===== src/rtl/max_pool_stream.sv =====
// Streaming POOL x POOL max/average pooling over a raster-order, multi-channel feature map.
// One pooled pixel per completed window, registered one cycle after its bottom-right input.
module max_pool_stream #(
    parameter int DATA_W   = 8,
    parameter int CHANNELS = 1,
    parameter int WIDTH    = 26,
    parameter int HEIGHT   = 26,
    parameter int POOL     = 2,
    parameter int SIGNED   = 0
) (
    input  logic                            clk,
    input  logic                            rst_n,
    input  logic                            avg_mode,
    input  logic                            valid_in,
    input  logic                            sof_in,
    input  logic [CHANNELS*DATA_W-1:0]      pixel_in,
    output logic                            valid_out,
    output logic [CHANNELS*DATA_W-1:0]      pixel_out,
    output logic                            last_out,
    output logic [$clog2(WIDTH/POOL)-1:0]   ox_out,
    output logic [$clog2(HEIGHT/POOL)-1:0]  oy_out
);

    localparam int OW  = WIDTH / POOL;
    localparam int OH  = HEIGHT / POOL;
    localparam int LP  = $clog2(POOL);
    localparam int AW  = DATA_W + 2 * LP;
    localparam int XW  = $clog2(WIDTH);
    localparam int YW  = $clog2(HEIGHT);
    localparam int OXW = $clog2(OW);
    localparam int OYW = $clog2(OH);

    function automatic logic [AW-1:0] extend(input logic [DATA_W-1:0] s);
        logic sbit;
        sbit = (SIGNED != 0) ? s[DATA_W-1] : 1'b0;
        return {{(2 * LP){sbit}}, s};
    endfunction

    function automatic logic [AW-1:0] combine(input logic [AW-1:0] a, input logic [AW-1:0] b,
                                              input logic avg);
        logic gt;
        if (avg) return a + b;
        gt = (SIGNED != 0) ? ($signed(a) > $signed(b)) : (a > b);
        return gt ? a : b;
    endfunction

    // Average is a floor divide by POOL*POOL; the result is simply truncated to DATA_W.
    function automatic logic [DATA_W-1:0] finalize(input logic [AW-1:0] v, input logic avg);
        logic [AW-1:0] t;
        t = v;
        if (avg) begin
            if (SIGNED != 0) t = $signed(v) >>> (2 * LP);
            else             t = v >> (2 * LP);
        end
        return DATA_W'(t);
    endfunction

    logic [XW-1:0]               x_r;
    logic [YW-1:0]               y_r;
    logic                        mode_r;
    logic [CHANNELS-1:0][AW-1:0] h_r;
    logic [CHANNELS-1:0][AW-1:0] row_store [OW];

    logic                        sof_p0;
    logic [XW-1:0]               px_p0;
    logic [YW-1:0]               py_p0;
    logic                        mode_p0;
    logic [OXW-1:0]              ox_p0;
    logic [OYW-1:0]              oy_p0;
    logic                        in_rng_p0;
    logic                        col_end_p0;
    logic                        win_end_p0;
    logic                        last_p0;
    logic [XW-1:0]               x_nxt;
    logic [YW-1:0]               y_nxt;
    logic [CHANNELS-1:0][AW-1:0] samp_p0;
    logic [CHANNELS-1:0][AW-1:0] h_nxt_p0;
    logic [CHANNELS-1:0][AW-1:0] st_nxt_p0;
    logic [CHANNELS*DATA_W-1:0]  res_p0;

    logic                        vld_p1;
    logic [CHANNELS*DATA_W-1:0]  pix_p1;
    logic                        last_p1;
    logic [OXW-1:0]              ox_p1;
    logic [OYW-1:0]              oy_p1;

    // Stage p0: position decode, horizontal and vertical merge
    always_comb begin
        sof_p0     = valid_in && sof_in;
        px_p0      = sof_p0 ? '0 : x_r;
        py_p0      = sof_p0 ? '0 : y_r;
        mode_p0    = (px_p0 == '0 && py_p0 == '0) ? avg_mode : mode_r;
        ox_p0      = OXW'(px_p0 >> LP);
        oy_p0      = OYW'(py_p0 >> LP);
        in_rng_p0  = (int'(px_p0) < OW * POOL) && (int'(py_p0) < OH * POOL);
        col_end_p0 = valid_in && in_rng_p0 && (px_p0[LP-1:0] == LP'(POOL - 1));
        win_end_p0 = col_end_p0 && (py_p0[LP-1:0] == LP'(POOL - 1));
        last_p0    = win_end_p0 && (int'(ox_p0) == OW - 1) && (int'(oy_p0) == OH - 1);

        x_nxt = px_p0 + 1'b1;
        y_nxt = py_p0;
        if (px_p0 == XW'(WIDTH - 1)) begin
            x_nxt = '0;
            y_nxt = (py_p0 == YW'(HEIGHT - 1)) ? '0 : py_p0 + 1'b1;
        end

        samp_p0   = '0;
        h_nxt_p0  = '0;
        st_nxt_p0 = '0;
        res_p0    = '0;
        for (int c = 0; c < CHANNELS; c++) begin
            samp_p0[c]   = extend(pixel_in[c*DATA_W +: DATA_W]);
            h_nxt_p0[c]  = (px_p0[LP-1:0] == '0) ? samp_p0[c]
                                                 : combine(h_r[c], samp_p0[c], mode_p0);
            st_nxt_p0[c] = (py_p0[LP-1:0] == '0) ? h_nxt_p0[c]
                                                 : combine(row_store[ox_p0][c], h_nxt_p0[c], mode_p0);
            res_p0[c*DATA_W +: DATA_W] = finalize(st_nxt_p0[c], mode_p0);
        end
    end

    // Stage p1: registered result; outputs read zero outside the one-cycle pulse
    always_ff @(posedge clk) begin
        if (!rst_n) begin
            x_r     <= '0;
            y_r     <= '0;
            mode_r  <= 1'b0;
            h_r     <= '0;
            vld_p1  <= 1'b0;
            pix_p1  <= '0;
            last_p1 <= 1'b0;
            ox_p1   <= '0;
            oy_p1   <= '0;
        end else begin
            if (valid_in) begin
                x_r    <= x_nxt;
                y_r    <= y_nxt;
                mode_r <= mode_p0;
                h_r    <= h_nxt_p0;
            end
            vld_p1  <= win_end_p0;
            last_p1 <= last_p0;
            pix_p1  <= win_end_p0 ? res_p0 : '0;
            ox_p1   <= win_end_p0 ? ox_p0 : '0;
            oy_p1   <= win_end_p0 ? oy_p0 : '0;
        end
    end

    always_ff @(posedge clk) begin
        if (rst_n && col_end_p0) row_store[ox_p0] <= st_nxt_p0;
    end

    assign valid_out = vld_p1;
    assign pixel_out = pix_p1;
    assign last_out  = last_p1;
    assign ox_out    = ox_p1;
    assign oy_out    = oy_p1;

endmodule

===== config.mk =====
export PLATFORM = sky130hd
export DESIGN_NAME = max_pool_stream
export DESIGN_NICKNAME = d
export VERILOG_FILES = /design/src/rtl/max_pool_stream.sv
export SDC_FILE = /design/constraint.sdc
export NUM_CORES = 1
export LEC_CHECK = 0
export ABC_AREA = 1
export CORE_MARGIN = 3
export CORE_UTILIZATION = 40
export CTS_CLUSTER_SIZE = 20
export DETAILED_ROUTE_END_ITERATION = 16
export PLACE_DENSITY_LB_ADDON = 0.1
export SYNTH_ARGS = -nofsm -noshare
export SYNTH_HDL_FRONTEND = slang
export SYNTH_SLANG_ARGS = --single-unit

===== constraint.sdc =====
create_clock -name clk -period 5.56 [get_ports clk]
set_input_delay 1.112 -clock clk [delete_from_list [all_inputs] [get_ports clk]]
set_output_delay 1.112 -clock clk [all_outputs]
set_load 0.05 [all_outputs]

==> out/metrics.cfg, run 1 <==
[sta]
finalSetupViolations = 0
rsz0062_at_grt = no
finalSetupTns_ns = 0
whs_ns = 0.472
relSlewSlack_pct = 11.2
slew_violations = 0
fin_crit_ns = 4.96
hold_violations = 0
fin_skew_ns = 0.0137
fmax_mhz = 201
post-route-period-util_pct = 89.3
worstMarginPinSlew_ns = 1.33

[clock_tree]
clkLatencyLatePin_ns = 0.43
post_cts_buffers = 0
cts_hold_buffers = 0
cts_sinks = 169
post_cts_resized = 0
htree_levels = 4
clkTransAtPathRegs_ns = 0.08
clock_tree.buffer_depth = 2
cts_tree = done
cts_root_buf = clkbuf_16
cts_made_buffers = 17

[yosys]
synth.area.top_cells = edfxtp_1, nand2_1, dfxtp_1
yosysTopAreaCellShare_pct = 43.9
avgSynthCellArea_um2 = 8.59
syn_area_um2 = 8900
synth-edff-count = 130
synth_ff_type = edfxtp_1
synth_fp_nets = 1092
syn-instance-count = 1036
yosysMostFrequentCell = nand2_1
ys_seq_elements = 169
ys_types = 42
ys_seq_area_share_pct = 52.6
synth_common_cells = nand2_1, edfxtp_1, nor2_1
synth_area_leader_cell = edfxtp_1
ys.warnings.count = 0
synth_async_sr_flop_share_pct = 0

[power_and_ir_drop]
power-per-cell-area_nw_per_um2 = 293
p_seq_share_pct = 45.6
finalPower_mw = 3.05
combPwrFrac_pct = 14.0
vdd_drop_max_uv = 196
p_clk_share_pct = 40.4
intPower_mw = 2.18
swShare_pct = 28.4
p_leak_nw = 4.49
switching_power_mw = 0.867

[global_route]
overflow = 0
grt_max_degree = 28
met2_usage_pct = 35.1
grt_first_pass_wirelength_mm = 38.5
grt_use_met3_pct = 3.64
grt_pass1_vias = 6754
track_usage_pct = 21.1
antenna_found_initial = 0
grtUsageMet1_pct = 28.4
grt_most_used_layer = met2

[drt]
vias = 7022
drtIter0Drc = 689
routed_via_density = 5.04
final_antenna_net_count = 0
wl_per_cell_um = 17.8
drt-total-wl_mm = 24.8
first_pass_iters = 5
drc = 0

[floorplanning]
rows = 53
fp.dieH_um = 155
die_w_um = 155
dieArea_um2 = 24100
fp.coreArea_um2 = 21400
io_pins = 31
start_util_pct = 41.6

[setup_path]
start_kind = input pin
critPathMaxFanout = 13
r2r_cells = 17
endpoint_kind = flip-flop
cp.required_ns = 5.63
arrival_ns = 5.04
critical_path_class = in -> reg

[layout]
ff_latch_area_um2 = 4680
drive_gt1_share_pct = 9.49
fill_cells = 2074
areaGrowthSynthToFinish_pct = 16.9
multi_input_area_um2 = 3690
antenna_cells = 0
nNetsFinal = 1160

[outcome]
status = finished clean

[placement]
numPortBuffers = 30
dpl.hpwl_mm = 18.1
place.gp.congestion = 0.946

[worst_hold_path]
hold_path_class = reg -> reg
whs_path_depth = 2

[flow_run]
cap_violations = 0

[stage by stage]
step	utilization, %	cell area (um2)	instances	setup WS (ns)
floorplan	-	8900	1036	0.510
global placement	45.6	9770	1360	0.157
detailed placement	45.6	9770	1360	0.152
CTS	48.6	10400	1392	0.615
global route	48.6	10400	1392	0.244
finish	48.6	10400	1392	0.596
[state kept, by name, indices dropped and copies added, names as in the netlist, 4 cells and up]
name,count
pixel_out,8
ox_out,4
y_r,5
row_store,130
x_r,5
oy_out,4
h_r,10
[power by group through the flow]
stage / Sequential, mW / Clock [mW] / Combinational, mW
floorplan: 1.42 / 0 / 0.278
global route: 1.39 / 1.31 / 0.480
finish: 1.39 / 1.23 / 0.426
CTS: 1.39 / 1.26 / 0.426
detailed placement: 1.42 / 0 / 0.424
global placement: 1.42 / 0 / 0.430
[critical path, cell delays in order]
cell             delay, ns
clkdlybuf4s50_1       0.53
inv_1                 0.08
ha_1                  0.42
nand2_1               0.08
nor2_1                0.22
nand3_1               0.12
nand3_1               0.16
nand2_2               0.14
nand2_1               0.09
nand3_1               0.06
nand3_1               0.09
nand2_1               0.09
ha_1                  0.33
inv_1                 0.10
nor3_1                0.34
nand3_1               0.11
nand3_1               0.10
nand2_1               0.12
nand2_1               0.11
nand2_1               0.08
buf_4                 0.17
nand3_2               0.10
nand2_1               0.28
[metal layers]
metal  vias to the layer above  routed length, um
li1                       3551                  -
met1                      3272              11400
met2                       168              11700
met3                        31               1160
met4                         0                534
met5                         -                  0
[cells in the final DEF (no fill, tap or decap), types with 2 or more instances in the layout]
cell type / n
xor2_1: 8
o21bai_1: 3
nand2_1: 373
o21ai_1: 6
inv_2: 4
nand3b_1: 2
nand3_2: 2
xnor2_1: 3
clkinv_4: 2
clkdlybuf4s50_1: 30
nor2_1: 93
fa_1: 2
nand3_1: 72
o21ai_2: 2
clkinv_1: 3
nand4_1: 32
a31oi_1: 2
nor3_1: 6
clkinv_8: 6
buf_12: 2
buf_4: 48
dfxtp_1: 39
nor2_2: 2
o21a_1: 2
nand2_2: 5
clkbuf_16: 17
a21oi_1: 40
o21ai_0: 21
edfxtp_1: 130
nand2_4: 4
ha_1: 41
a21boi_0: 9
nor2_4: 4
inv_6: 3
inv_1: 86
[cell families (layout without fill, tap and decap cells)]
| family | Yosys count | in the layout | share of synthesized area, % |
|---|---|---|---|
| xor gates and xnor gates | 11 | 11 | 1.08 |
| adders and majority gates | 43 | 43 | 6.21 |
| buffers and inverters | 125 | 206 | 5.97 |
| DFF | 169 | 169 | 52.6 |
| and+or+nand+nor | 599 | 599 | 28.5 |
| AOI/OAI and AO/OA | 89 | 89 | 5.64 |
[final timing paths]
kind	start	end	slack, ns
setup / recovery	pixel_in[7]	row_store[5][4]	0.60
hold / removal	y_r[4]	y_r[4]	0.47
setup reg to reg	x_r[2]	row_store[5][4]	1.40
hold reg to reg	y_r[4]	y_r[4]	0.47
[area by class of cell]
type / instances / area share (%)
well taps: 275 / 3.31
repair buffers: 80 / 6.74
clock inverters: 15 / 1.98
inverters: 94 / 3.42
clock buffers: 17 / 4.09
flip-flops and latches: 169 / 45.0
multi-input cells: 742 / 35.4
(Power assumes the default switching activity.)
==> run 2, diff against run 1 <==
- CORE_ASPECT_RATIO: not set -> 0.5
- clock period: 5.56 -> 4.84 ns (I/O delays scaled with it)
==> run 2 against run 1 <==
Against the previous run: hold slack better by 0.0039 ns; first-iteration DRC count up 18%; via count is 9.6% higher; final area grew 9.7%; sequential cell count did not move; critical endpoint is now row_store[1][1]; largest cell class unchanged.
==> out/metrics.cfg, run 2 (synthesized netlist as in run 1, its figures left out) <==
[layout]
largest_reg_flops = 130  ; unchanged
nNetsFinal = 1285  ; +11%
final_common_cell = nand2_1
antenna_cells = 0  ; unchanged
areaGrowthSynthToFinish_pct = 28.2
final_cell_mix = nand2_1, buf_4, edfxtp_1, nor2_1, inv_1
regMostFlops = row_store
drive_gt1_share_pct = 18.7  ; +9.2 points

[drt]
drtIter0Drc = 814  ; +18%
wl_per_cell_um = 17.3  ; -2.9%
first_pass_iters = 5  ; unchanged
final_antenna_net_count = 0  ; unchanged
vias = 7697  ; +9.6%
drc = 0  ; unchanged
routed_via_density = 5.02  ; -0.53%
drt-total-wl_mm = 26.6  ; +7.0%

[floorplanning]
dieArea_um2 = 24200  ; +0.45%
fp.dieH_um = 111  ; -28%
die_w_um = 217  ; +40%
start_util_pct = 42.0  ; +0.42 points
fp.coreArea_um2 = 21200  ; -1.0%
rows = 37  ; -30%
io_pins = 31  ; unchanged

[sta]
hold_violations = 0  ; unchanged
worstMarginPinSlew_ns = 0.777  ; -0.551 ns
post-route-period-util_pct = 95.0
rsz0062_at_grt = no
slew_violations = 0  ; unchanged
fmax_mhz = 218
fin_crit_ns = 4.60
fin_skew_ns = 0.00955  ; -0.00419 ns
finalWorstSetupSlack_ns = 0.244  ; -0.352 ns
finalSetupViolations = 0  ; unchanged
relSlewSlack_pct = 48.2  ; +37 points

[setup_path]
critical_path_class = in -> reg
critPathMaxFanout = 7  ; -6
cp.required_ns = 5.13  ; -0.50 ns
arrival_ns = 4.89  ; -0.15 ns
endpoint_kind = flip-flop
start_kind = input pin

[clock_tree]
clkLatencyLatePin_ns = 0.43  ; about the same
cts_root_buf = clkbuf_16
cts_made_buffers = 17  ; unchanged
htree_levels = 4  ; unchanged
clock_tree.buffer_depth = 2  ; unchanged
cts_hold_buffers = 0  ; unchanged
cts_sinks = 169  ; unchanged
clkTransAtPathRegs_ns = 0.07  ; about the same
cts_tree = done

[power_and_ir_drop]
vdd_drop_max_uv = 203  ; +3.9%
power-per-cell-area_nw_per_um2 = 305  ; +4.2%
p_leak_nw = 5.11  ; +14%
finalPower_mw = 3.49  ; +14%

[worst_hold_path]
hold_path_class = reg -> reg

[flow_run]
cap_violations = 0  ; unchanged

[global_route]
antenna_found_initial = 0  ; unchanged
overflow = 0  ; unchanged
grt_max_degree = 24  ; -14%
grt_first_pass_wirelength_mm = 41.5  ; +7.6%
grt_pass1_vias = 7373  ; +9.2%
track_usage_pct = 22.3  ; +1.2 points

[placement]
place.gp.congestion = 0.946  ; about the same
dpl.hpwl_mm = 19.3  ; +6.6%
place_ws_ns = -0.153  ; -0.305 ns
numPortBuffers = 30  ; unchanged

[outcome]
status = finished clean

==> run 2: cell types whose count changed in the layout (fill, tap and decap cells not counted), moves of 2 or more <==
cell and change:
buf_6 +2, buf_4 +113, clkinv_1 +4, clkinv_4 +3, nor2_2 +2, buf_12 +9, clkinv_8 -6
==> run 2: where the power goes <==
part           switching (mW)  total, mW  internal, mW  leakage, nW
clock                   0.607       1.27         0.659        0.257
sequential             0.0101       1.60          1.59         1.50
combinational           0.356      0.620         0.264         3.35
total                   0.974       3.49          2.51         5.11
==> run 2: stage by stage <==
stage / hold slack [ns] / area (um2) / util [%] / cells / TNS (ns)
after floorplan: 0.444 / 8900 / - / 1036 / 0
after global placement: 0.456 / 10800 / 51.0 / 1498 / -8.55
after detailed placement: 0.463 / 10800 / 51.0 / 1498 / -7.81
after CTS: 0.474 / 11300 / 53.5 / 1530 / 0
after global routing: 0.504 / 11400 / 53.8 / 1534 / 0
final: 0.476 / 11400 / 53.8 / 1534 / 0
==> run 2: timing repair <==
item	in CTS	in global routing
endpoints found under the setup margin	0	107
buffers inserted	0	2
resized for setup	0	11
==> run 2: final timing paths <==
path | startpoint | end | slack, ns | depth (start not counted)
setup reg to reg | x_r[2] | row_store[1][1] | 0.59 | 22
hold / removal | y_r[4] | y_r[4] | 0.48 | 2
setup / recovery | valid_in | row_store[1][1] | 0.24 | 26
hold reg to reg | y_r[4] | y_r[4] | 0.48 | 2
==> run 2: area by class of cell <==
cell class | instances | area [um2]
fill | 2032 | 9790
inverter | 94 | 358
timing repair buffer | 204 | 1750
tap | 292 | 365
sequential | 169 | 4680
clock buffer | 18 | 429
clock inverter | 14 | 100
multi-input combinational | 743 | 3730
==> run 2: per-layer routing <==
| metal | global-route usage [%] | vias to the layer above | wire [um] |
|---|---|---|---|
| met5 | 0 | - | 0 |
| li1 | - | 3802 | - |
| met2 | 34.1 | 184 | 11700 |
| met1 | 32.8 | 3683 | 13100 |
| met3 | 3.71 | 28 | 1390 |
| met4 | 6.16 | 0 | 341 |
==> run 2: worst max-delay path, stage by stage <==
cell	delay, ns
clkdlybuf4s50_1	0.50
nand2_2	0.10
nand2_1	0.12
buf_12	0.12
nor2_1	0.11
buf_4	0.27
buf_12	0.13
nand2_1	0.05
nand2_1	0.05
nor2_1	0.10
nor2_1	0.04
nor2_1	0.26
nand2_1	0.22
ha_1	0.38
nand2_1	0.07
nor3_1	0.19
nand3_1	0.12
nand3_1	0.09
nand2_1	0.06
buf_4	0.16
nor2_4	0.14
nand2_1	0.08
nand2_1	0.06
nand2_1	0.09
a21boi_4	0.24
buf_6	0.17
==> run 3, diff against run 2 <==
- CTS_CLUSTER_DIAMETER: not set -> 30
==> results of run 3 <==
No change in the layout: final DEF, timing and power equal those of run 2.
